==> src/rtl/debounce_bank.sv <==
// Multi-channel input conditioner: per-bit 2-flop synchroniser, stability counter,
// registered edge pulses for buttons and switches, and button auto-repeat.
module debounce_bank #(
    parameter int BTN_N      = 4,
    parameter int SW_N       = 8,
    parameter int STABLE_CYC = 100000,
    parameter int REPEAT_DLY = 50000000,
    parameter int REPEAT_PER = 10000000
) (
    input  logic              clk,
    input  logic              rst_n,
    input  logic [BTN_N-1:0]  button,
    input  logic [SW_N-1:0]   SW,
    output logic [BTN_N-1:0]  btn_level,
    output logic [BTN_N-1:0]  btn_press,
    output logic [BTN_N-1:0]  btn_release,
    output logic [BTN_N-1:0]  btn_repeat,
    output logic [SW_N-1:0]   sw_level,
    output logic [SW_N-1:0]   sw_change
);

    localparam int N  = BTN_N + SW_N;
    localparam int CW = $clog2(STABLE_CYC + 1);
    localparam logic [CW-1:0] CNT_TC = CW'(STABLE_CYC - 1);

    // Buttons occupy the low bits, switches the high bits of every per-channel vector.
    logic [N-1:0]  raw;
    logic [N-1:0]  s1;
    logic [N-1:0]  s2;
    logic [N-1:0]  level;
    logic [N-1:0]  flip;
    logic [CW-1:0] cnt [N];

    assign raw = {SW, button};

    always_ff @(posedge clk or negedge rst_n) begin
        if (!rst_n) begin
            s1 <= '0;
            s2 <= '0;
        end else begin
            s1 <= raw;
            s2 <= s1;
        end
    end

    always_comb begin
        flip = '0;
        for (int i = 0; i < N; i++) begin
            flip[i] = (s2[i] != level[i]) && (cnt[i] == CNT_TC);
        end
    end

    always_ff @(posedge clk or negedge rst_n) begin
        if (!rst_n) begin
            level <= '0;
            for (int i = 0; i < N; i++) begin
                cnt[i] <= '0;
            end
        end else begin
            level <= level ^ flip;
            for (int i = 0; i < N; i++) begin
                if ((s2[i] == level[i]) || flip[i]) begin
                    cnt[i] <= '0;
                end else begin
                    cnt[i] <= cnt[i] + CW'(1);
                end
            end
        end
    end

    // Pulses register on the same edge as the level, so both appear in the same cycle.
    always_ff @(posedge clk or negedge rst_n) begin
        if (!rst_n) begin
            btn_press   <= '0;
            btn_release <= '0;
            sw_change   <= '0;
        end else begin
            btn_press   <= flip[BTN_N-1:0] &  s2[BTN_N-1:0];
            btn_release <= flip[BTN_N-1:0] & ~s2[BTN_N-1:0];
            sw_change   <= flip[N-1:BTN_N];
        end
    end

    assign btn_level = level[BTN_N-1:0];
    assign sw_level  = level[N-1:BTN_N];

    generate
        if (REPEAT_DLY > 0) begin : g_repeat
            localparam int RMAX = (REPEAT_DLY > REPEAT_PER) ? REPEAT_DLY : REPEAT_PER;
            localparam int RW   = $clog2(RMAX + 1);
            localparam logic [RW-1:0] DLY_LD = RW'(REPEAT_DLY - 1);
            localparam logic [RW-1:0] PER_LD = RW'(REPEAT_PER - 1);

            logic [RW-1:0] rep_cnt [BTN_N];

            // Down-counter per button: loaded on press, fires at zero, reloads with the period.
            // A falling flip lands in the clear branch, so no pulse can meet the release.
            always_ff @(posedge clk or negedge rst_n) begin
                if (!rst_n) begin
                    btn_repeat <= '0;
                    for (int i = 0; i < BTN_N; i++) begin
                        rep_cnt[i] <= '0;
                    end
                end else begin
                    for (int i = 0; i < BTN_N; i++) begin
                        if (flip[i] && s2[i]) begin
                            rep_cnt[i]    <= DLY_LD;
                            btn_repeat[i] <= 1'b0;
                        end else if (level[i] && !flip[i]) begin
                            if (rep_cnt[i] == '0) begin
                                rep_cnt[i]    <= PER_LD;
                                btn_repeat[i] <= 1'b1;
                            end else begin
                                rep_cnt[i]    <= rep_cnt[i] - RW'(1);
                                btn_repeat[i] <= 1'b0;
                            end
                        end else begin
                            rep_cnt[i]    <= '0;
                            btn_repeat[i] <= 1'b0;
                        end
                    end
                end
            end
        end else begin : g_no_repeat
            assign btn_repeat = '0;
        end
    endgenerate

endmodule

==> config.mk <==
export PLATFORM = sky130hd
export DESIGN_NAME = debounce_bank
export DESIGN_NICKNAME = d
export VERILOG_FILES = /design/src/rtl/debounce_bank.sv
export SDC_FILE = /design/constraint.sdc
export NUM_CORES = 1
export LEC_CHECK = 0
export CAP_MARGIN = 20
export CORE_AREA = 5 5 190 146
export DETAILED_ROUTE_END_ITERATION = 8
export DIE_AREA = 0 0 195 151
export PLACE_DENSITY = 0.84
export REMOVE_ABC_BUFFERS = 1
export SYNTH_ARGS = -nofsm -noshare
export SYNTH_HDL_FRONTEND = slang
export SYNTH_SLANG_ARGS = --single-unit
export TNS_END_PERCENT = 1
==> constraint.sdc <==
create_clock -name clk -period 3.52 [get_ports clk]
set_input_delay 0.88 -clock clk [delete_from_list [all_inputs] [get_ports clk]]
set_output_delay 0.88 -clock clk [all_outputs]
set_load 0.01 [all_outputs]
==> results.tsv, run 1 <==
metric	value	unit
status	finished, final reports clean	
fin_setup_tns	0	ns
die_height	151	um
dp.final_hpwl	20700	um
vdd_ir_drop_max	0.394	mV
cts_hold_buf	0	
r2r_slack	0.69	ns
p_leak	8.80	nW
htree_num_levels	2	
grt_pass1_vias	12100	
setup_viol	0	
diodes	0	
period_needed	2.83	ns
endpoint_kind	flip-flop	
fin_ws	0.685	ns
worstPathArrival	3.21	ns
synth-compound-area-share	3.95	%
route.met2.wl	15000	um
core	25700	um2
ys_seq_area_share	54.1	%
worst_hold_path_type	primary input to asynchronous set/reset pin	
clock_skew	0.0121	ns
cts_root_buf	clkbuf_16	
p_total	0.00828	W
dpl.cell_count	2027	
drc	0	
r2r_end	g_repeat.rep_cnt[69]$_DFF_PN0_	
cts_tree	done	
p_clk_share	45.8	%
drtIter0Drc	792	
dieArea	29400	um2
vias	12100	
p_per_area	439	nW/um2
synth_flop_cell	dfrtp_1	
pwr-share-seq	51.7	%
p_int	0.00653	W
switchingPower	0.00174	W
drv_slew	0	
gp_congestion	0.835	
netSwitchingFraction	21.1	%
syn_area_per_cell	10.1	um2
port_buffers	45	
placed_cell_area	17700	um2
ys_types	49	
ant_nets	0	
grt_max_degree	84	
synth_edf_count	0	
synth-seq-cells	364	
yosysWarnings	0	
required	3.89	ns
synthCells	1672	
worstSkewPairLatency	0.52	ns
antenna_found_initial	0	
cts_sinks	364	
nets	1751	
synth-xor-area-share	13.4	%
final_cell_area	18900	um2
drt-met1-wl	15000	um
grt_use_total	22.5	%
top_layer	met4	
grt_overflow_total	0	
vias_per_cell	5.77	
ys_async_sr_fraction	100	%
crit_path_max_fanout	11	
postCtsSetupBuffers	0	
drive_above_1_share	5.61	%
grt_pass1_wl	56600	um
clk_pin_slew	0.07	ns
post-route-period-util	80.5	%
r2r_start	g_repeat.rep_cnt[52]$_DFF_PN0_	
cap_violations	0	
synth.area.mux_share	0.958	%
p_comb_share	2.5	%
yosys.area_share.simple	24.5	%
critical_path_class	flip-flop to flip-flop	
met3_length	1220	um
die_width	195	um
grt_setup_unrepaired	false	
fmax	353	MHz
fp-row-count	51	
wl_per_cell	15.2	um
io_pins	46	
worst_pin_slew	0.794	ns
synthToLayoutAreaGrowth	12.0	%
synthesis.area	16800	um2
wirelength	31900	um
drt-pass1-iter-count	5	
clockBufferDepth	3	
fillers	1781	
relSlewSlack	46.6	%
start_util	65.6	%
ff2ff_path_depth	7	
dp_slack	0.720	ns
fin_cells	2091	
synth_top_family_by_area	simple AND/OR/NAND/NOR gates	
hold_violations	0	
synth_adder_area_share	1.19	%
cts_made_buffers	36	
setup.worst_path.start_class	flip-flop	
cts.repair.resized	0	
## through the flow
stage	hold WS [ns]	utilization, %
finish	0.302	73.5
global route	0.336	73.5
CTS	0.319	73.5
detailed placement	0.336	68.9
global placement	0.331	68.9
floorplan	0.331	-
## power groups by stage
stage                     registers [W]   logic, W  clock network, W
after floorplan                 0.00434  0.0000848                 0
after global placement          0.00435   0.000211                 0
after detailed placement        0.00435   0.000217                 0
after CTS                       0.00428   0.000221           0.00388
after global routing            0.00428   0.000250           0.00407
final                           0.00428   0.000211           0.00379
## routing by layer
layer / global-route usage, % / vias up
met5: 0 / -
met4: 6.28 / 0
met3: 3.76 / 64
met2: 36.9 / 208
met1: 31.6 / 5945
li1: - / 5847
## worst max-delay path by stage
stage	startpoint	end	slack [ns]	depth (start not counted)
floorplan	cnt[170]$_DFF_PN0_	g_repeat.rep_cnt[65]$_DFF_PN0_	0.87	6
global placement	g_repeat.rep_cnt[52]$_DFF_PN0_	g_repeat.rep_cnt[69]$_DFF_PN0_	0.80	7
detailed placement	g_repeat.rep_cnt[52]$_DFF_PN0_	g_repeat.rep_cnt[65]$_DFF_PN0_	0.72	7
CTS	g_repeat.rep_cnt[52]$_DFF_PN0_	g_repeat.rep_cnt[69]$_DFF_PN0_	0.70	7
global route	g_repeat.rep_cnt[52]$_DFF_PN0_	g_repeat.rep_cnt[65]$_DFF_PN0_	0.42	7
finish	g_repeat.rep_cnt[52]$_DFF_PN0_	g_repeat.rep_cnt[69]$_DFF_PN0_	0.69	7
## state kept, by name, indices dropped and copies added, names as in the netlist, named ones only
name,count
sw_change,8
btn_release,4
btn_repeat,4
cnt,204
s2,12
btn_press,4
s1,12
g_repeat.rep_cnt,104
## cells in the final DEF, fill, tap and decap left out, drive strengths merged, types with 4 or more instances in the layout
cell	count
xnor2	135
inv	41
nor3	52
nor4b	19
and3	25
o31ai	5
or3	15
nand2b	6
nand3	80
nor2	296
a31oi	6
o31a	4
nor2b	11
ha	16
nor4	52
o21ai	62
mux2i	6
nand4b	5
clkbuf	56
clkinv	4
a21o	6
dfrtp	364
nand2	124
clkdlybuf4s50	44
nand4	47
buf	10
o41ai	4
mux2	9
nor3b	7
and2	7
and4b	4
or4	23
a21oi	19
or3b	4
or2	19
xor2	123
and4	19
## critical path, cell delays in order (launching register included)
cell and delay [ns]:
dfrtp_1 0.41, inv_1 0.07, ha_1 0.17, nor3b_1 0.38
nand2_1 0.38, or4_1 0.77, nand2b_1 0.36, o21ai_0 0.15
## cell type report
class	count	area [um2]	share of cell area, %
clock inverters	8	100	0.531
flip-flops and latches	364	9110	48.3
repair buffers	54	573	3.04
inverters	40	150	0.796
multi-input cells	1225	7420	39.4
clock buffers	56	1070	5.66
well taps	344	430	2.28
## Yosys cell counts, drive strengths merged (3+ instances only)
cell	instances	share of area, %
a21o	6	0.27
a21oi	19	0.56
a31oi	6	0.22
and2	7	0.26
and3	25	0.93
and4	19	0.99
and4b	4	0.24
buf	3	0.089
clkbuf	40	0.89
dfrtp	364	54
ha	16	1.2
inv	40	0.89
mux2	9	0.60
mux2i	6	0.36
nand2	124	2.8
nand2b	6	0.22
nand3	80	2.4
nand3b	3	0.13
nand4	47	1.7
nand4b	5	0.26
nor2	296	6.6
nor2b	11	0.41
nor3	52	1.5
nor3b	7	0.31
nor4	52	2.0
nor4b	19	0.99
o21ai	62	1.9
o31a	4	0.21
o31ai	5	0.22
o41ai	4	0.21
or2	19	0.71
or3	15	0.56
or3b	4	0.21
or4	23	1.1
xnor2	135	7.0
xor2	123	6.4
## cells by family after synthesis
family	count (synthesis)
DFF	364
AOI/OAI and AO/OA	114
buffers and inverters	83
muxes	15
adders and majority gates	16
xor gates and xnor gates	258
and+or+nand+nor	822
(Power assumes the default switching activity.)
==> run 2: changes to the inputs <==
Settings changed: CORE_AREA 5 5 190 146 to 5 5 197 151, DIE_AREA 0 0 195 151 to 0 0 202 156, PLACE_DENSITY 0.84 to 0.79.
Clock period 3.52 ns to 2.9 ns, I/O delays scaled along.
==> results.tsv, run 2 (synthesis results as in run 1) <==
metric	value	unit
fin_ws	0.376	ns
grt_overflow_total	0	
antenna_found_initial	0	
cts_tree	done	
cts.repair.resized	0	
vias_per_cell	5.65	
layout_common_cells	364 x dfrtp_1, 296 x nor2_1, 135 x xnor2_1, 124 x nand2_1, 123 x xor2_1	
status	finished, final reports clean	
regArea	9110	um2
fmax	396	MHz
crit_path_max_fanout	9	
p_leak	8.88	nW
wl_per_cell	14.9	um
start_util	60.9	%
dp.final_hpwl	20600	um
p_clk_share	46.0	%
worst_pin_slew	0.839	ns
cap_violations	0	
p_comb_share	2.6	%
setup.worst_path.start_class	flip-flop	
cts_made_buffers	37	
nets	1764	
critPathMaxStageDelay	0.66	ns
cts_hold_buf	0	
core	27700	um2
cts_sinks	364	
endpoint_kind	flip-flop	
relSlewSlack	43.6	%
p_total	0.0101	W
required	3.28	ns
clk_pin_slew	0.06	ns
drc	0	
clock_skew	0.0193	ns
pwr-share-seq	51.4	%
drtIter0Drc	811	
io_pins	46	
multi_input_area	7420	um2
hold_violations	0	
cp_slowest_cell	nor4_1	
grt_max_degree	72	
final_common_cell	dfrtp_1	
dieArea	31500	um2
die_width	202	um
p_per_area	532	nW/um2
drive_above_1_share	6.49	%
path_cells	nor4_1, nand4b_1, or4_1, a211oi_1, o21ai_0	
critical_path_class	flip-flop to flip-flop	
grt_setup_unrepaired	false	
clockBufferDepth	3	
worstSkewPairLatency	0.52	ns
vdd_ir_drop_max	0.406	mV
vias	11900	
grt_pass1_vias	11800	
crit_buf_inv	0	
drv_slew	0	
wirelength	31500	um
fin_setup_tns	0	ns
regMostFlops	cnt	
dp_slack	0.417	ns
synthToLayoutAreaGrowth	12.8	%
setup_viol	0	
worst_hold_path_type	primary input to asynchronous set/reset pin	
port_buffers	45	
die_height	156	um
drt-pass1-iter-count	5	
post-route-period-util	87.0	%
switchingPower	0.00214	W
postCtsSetupBuffers	0	
cts_root_buf	clkbuf_16	
worstPathArrival	2.91	ns
p_int	0.00796	W
netSwitchingFraction	21.2	%
ant_nets	0	
largest_register_ffs	204	
grt_use_total	20.5	%
period_needed	2.52	ns
fp-row-count	53	
grt_pass1_wl	55600	um
fillers	2056	
gp_congestion	0.852	
crit_family	simple AND/OR/NAND/NOR gates	
largestRegisters	cnt x204, g_repeat.rep_cnt x104	
diodes	0	
htree_num_levels	2	
==> run 2: changes by cell type in the layout (fill, tap and decap cells not counted), moves of 2 or more <==
cell / before / now
buf_4: 5 / 16
clkbuf_1: 12 / 6
clkinv_2: 3 / 6
clkbuf_16: 37 / 39
==> run 2: layout make-up <==
class | instances | share of cell area [%]
flip-flops and latches | 364 | 48.0
multi-input cells | 1225 | 39.1
clock buffers | 53 | 5.84
well taps | 357 | 2.35
inverters | 40 | 0.791
repair buffers | 66 | 3.56
clock inverters | 9 | 0.408
==> run 2: worst paths after layout <==
path | start | to | depth (start not counted) | slack [ns]
setup / recovery | g_repeat.rep_cnt[88]$_DFF_PN0_ | g_repeat.rep_cnt[97]$_DFF_PN0_ | 5 | 0.38
setup reg to reg | g_repeat.rep_cnt[88]$_DFF_PN0_ | g_repeat.rep_cnt[97]$_DFF_PN0_ | 5 | 0.38
hold / removal | rst_n | g_repeat.rep_cnt[76]$_DFF_PN0_ | 1 | 0.17
hold reg to reg | s1[11]$_DFF_PN0_ | s2[11]$_DFF_PN0_ | 0 | 0.34
max in group asynchronous | rst_n | asynchronous set/reset pin | 2 | 1.98
min in group clk | s1[11]$_DFF_PN0_ | s2[11]$_DFF_PN0_ | 0 | 0.34
==> run 2: per-stage QoR <==
step / instance area [um2] / hold WS, ns / std cells / utilization [%]
global route: 19000 / 0.204 / 2114 / 68.7
global placement: 17800 / 0.332 / 2052 / 64.4
finish: 19000 / 0.172 / 2114 / 68.7
CTS: 19000 / 0.175 / 2114 / 68.7
floorplan: 16700 / 0.331 / 1629 / -
detailed placement: 17800 / 0.336 / 2052 / 64.4
==> run 2: power groups by stage <==
| stage | Clock [W] | Combinational, W | Sequential, W |
|---|---|---|---|
| 6_report | 0.00465 | 0.000264 | 0.00519 |
| 3_5_place_dp | 0 | 0.000272 | 0.00528 |
| 4_1_cts | 0.00478 | 0.000275 | 0.00519 |
| 2_1_floorplan | 0 | 0.000103 | 0.00527 |
| 5_1_grt | 0.00498 | 0.000313 | 0.00520 |
| 3_3_place_gp | 0 | 0.000264 | 0.00528 |
==> run 2: routing by layer <==
layer	GRT usage (%)	share of wire (%)
met4	5.34	1.8
met2	32.4	46
met1	29.6	49
met3	3.72	3.5
met5	0	0
==> variant (settings of run 2) <==
The parameter `REPEAT_PER` goes from 10000000 to 40000000.
--- a/src/rtl/debounce_bank.sv
+++ b/src/rtl/debounce_bank.sv
@@ -5,7 +5,7 @@
     parameter int SW_N       = 8,
     parameter int STABLE_CYC = 100000,
     parameter int REPEAT_DLY = 50000000,
-    parameter int REPEAT_PER = 10000000
+    parameter int REPEAT_PER = 40000000
 ) (
     input  logic              clk,
     input  logic              rst_n,
Behaviour: same outputs for any inputs over 10 cycles, from zero or initial values and one cycle with rst_n low; that may be too few to reach the edited logic, so the function may still have changed.
==> variant against run 2 <==
Final cell count is 2.0% lower; total power is 3.0% higher; first-iteration DRC count is 18% lower; sequential share of layout area is 0.38 points higher; sequential cell count stayed put; final area is 0.78% lower; routed wire length is 5.4% lower; worst setup slack worse by 0.053 ns; sequential power hardly changed; area after synthesis is 1.4% lower; non-clock buffer count is 1 lower; global-route usage is 0.90 points lower; largest cell class unchanged.
==> variant: results (changes against run 2) <==
[critical_path]
reg2reg_depth=8  ; was 5
crit_slowest_cell=or4b_4  ; was nor4_1
critical_path.endpoint=g_repeat.rep_cnt[71]  ; was g_repeat.rep_cnt[97]
crit_arrival_ns=2.97  ; was 2.91 ns
startpoint=g_repeat.rep_cnt[52]  ; was g_repeat.rep_cnt[88]
worst-r2r-setup-slack_ns=0.32  ; was 0.38 ns
slowest_delay_ns=0.60  ; was 0.66 ns
worst-path-max-fanout=9  ; unchanged

[power]
p_leak_nw=8.72  ; was 8.88 nW
ir_drop_mv=0.452  ; was 0.406 mV

[clock_network]
clkTransAtPathRegs_ns=0.06  ; about the same
clockRootBuffer=clkbuf_16  ; unchanged
cts_resized=0  ; unchanged
clock_latency_ns=0.53
numCtsBuffers=37  ; unchanged

[global_routing]
grt_pass1_wl_mm=53.2  ; was 55.6 mm
antenna_found_initial=0  ; unchanged
grt_max_degree=75  ; was 72
track_usage_pct=19.5  ; was 20.5%
grt_pass1_vias=11426  ; was 11787

[synth]
synthCells=1618  ; was 1672
synth_warnings=0  ; unchanged
synth-xor-area-share_pct=14.5  ; was 13.4%
yosysSeqAreaShare_pct=54.9  ; was 54.1%
synth_compound_area_share_pct=3.46  ; was 3.95%
synth_fa_ha_area_share_pct=1.21  ; was 1.19%
muxShareOfSynthArea_pct=1.06  ; was 0.958%
synthTopCellsByArea=dfrtp_1 (55%), xnor2_1 (8.2%), nor2_1 (6.9%)  ; was dfrtp_1 (54%), xnor2_1 (7.0%), nor2_1 (6.6%)
synth.distinct_cells=51  ; was 49
yosys-top-cells-count=dfrtp_1 (364), nor2_1 (304), xnor2_1 (156)  ; was dfrtp_1 (364), nor2_1 (296), xnor2_1 (135)

[placement]
dp_cells=2005  ; was 2052
gp_congestion=0.850  ; was 0.852
dp_hpwl_mm=19.9  ; was 20.6 mm
dpl-instance-area_um2=17600  ; was 17800 µm²

[detailed_routing]
totalWireLength_mm=29.8  ; was 31.5 mm
viasPerCell=5.54  ; was 5.65
drt_iter0_drc=667  ; was 811

[run_status]
status=completed  ; unchanged

[layout]
reg_top3=cnt (204), g_repeat.rep_cnt (104)  ; unchanged
fin_cells=2071  ; was 2114
fill_cells=2041  ; was 2056
fin_area_um2=18800  ; was 19000 µm²
nets=1717  ; was 1764
num_antenna_cells=0  ; unchanged
drive_above_1_share_pct=7.58  ; was 6.49%

[sta]
clock_skew_ns=0.0155  ; was 0.0193 ns
worst_pin_slew_ns=0.851  ; was 0.839 ns

## variant: how the worst min path moves through the flow
stage                 from             endpoint  slack, ns
floorplan            s1[0]                s2[0]       0.33
CTS                  rst_n             cnt[111]       0.12
global route         rst_n             cnt[112]       0.14
finish               rst_n  g_repeat.rep_cnt[8]       0.13
detailed placement  s1[10]               s2[10]       0.33
global placement    s1[11]               s2[11]       0.33
## variant: area by class of cell
cell class	instances	share of cell area, %
Tap cell	357	2.37
Timing Repair Buffer	65	3.48
Clock buffer	54	5.96
Clock inverter	12	0.870
Sequential cell	364	48.3
Inverter	43	0.857
Multi-Input combinational cell	1176	38.1
## variant: metal layers
metal | routed length, µm | vias up | GRT usage [%]
li1 | - | 5632 | -
met2 | 13600 | 168 | 30.6
met4 | 506 | 0 | 4.98
met1 | 14600 | 5626 | 28.9
met5 | 0 | - | 0
met3 | 1050 | 46 | 3.24
## variant: cells by family (layout without fill, tap and decap cells)
family,Yosys count,after routing
flops,364,364
xor+xnor,274,274
mux,16,16
fa+ha+maj,16,16
buf+inv,78,174
compound gates,99,99
simple gates,771,771
## variant: power breakdown
| part | total (mW) | switching, mW | internal, mW |
|---|---|---|---|
| logic | 0.256 | 0.179 | 0.0767 |
| registers | 5.19 | 0.0525 | 5.14 |
| clock network | 4.97 | 1.93 | 3.04 |
## variant: through the flow
step	TNS (ns)	setup WS, ns
3_5_place_dp	0	0.350
6_report	0	0.323
4_1_cts	0	0.328
2_1_floorplan	-7.97	-0.461
3_3_place_gp	0	0.441
5_1_grt	0	0.166
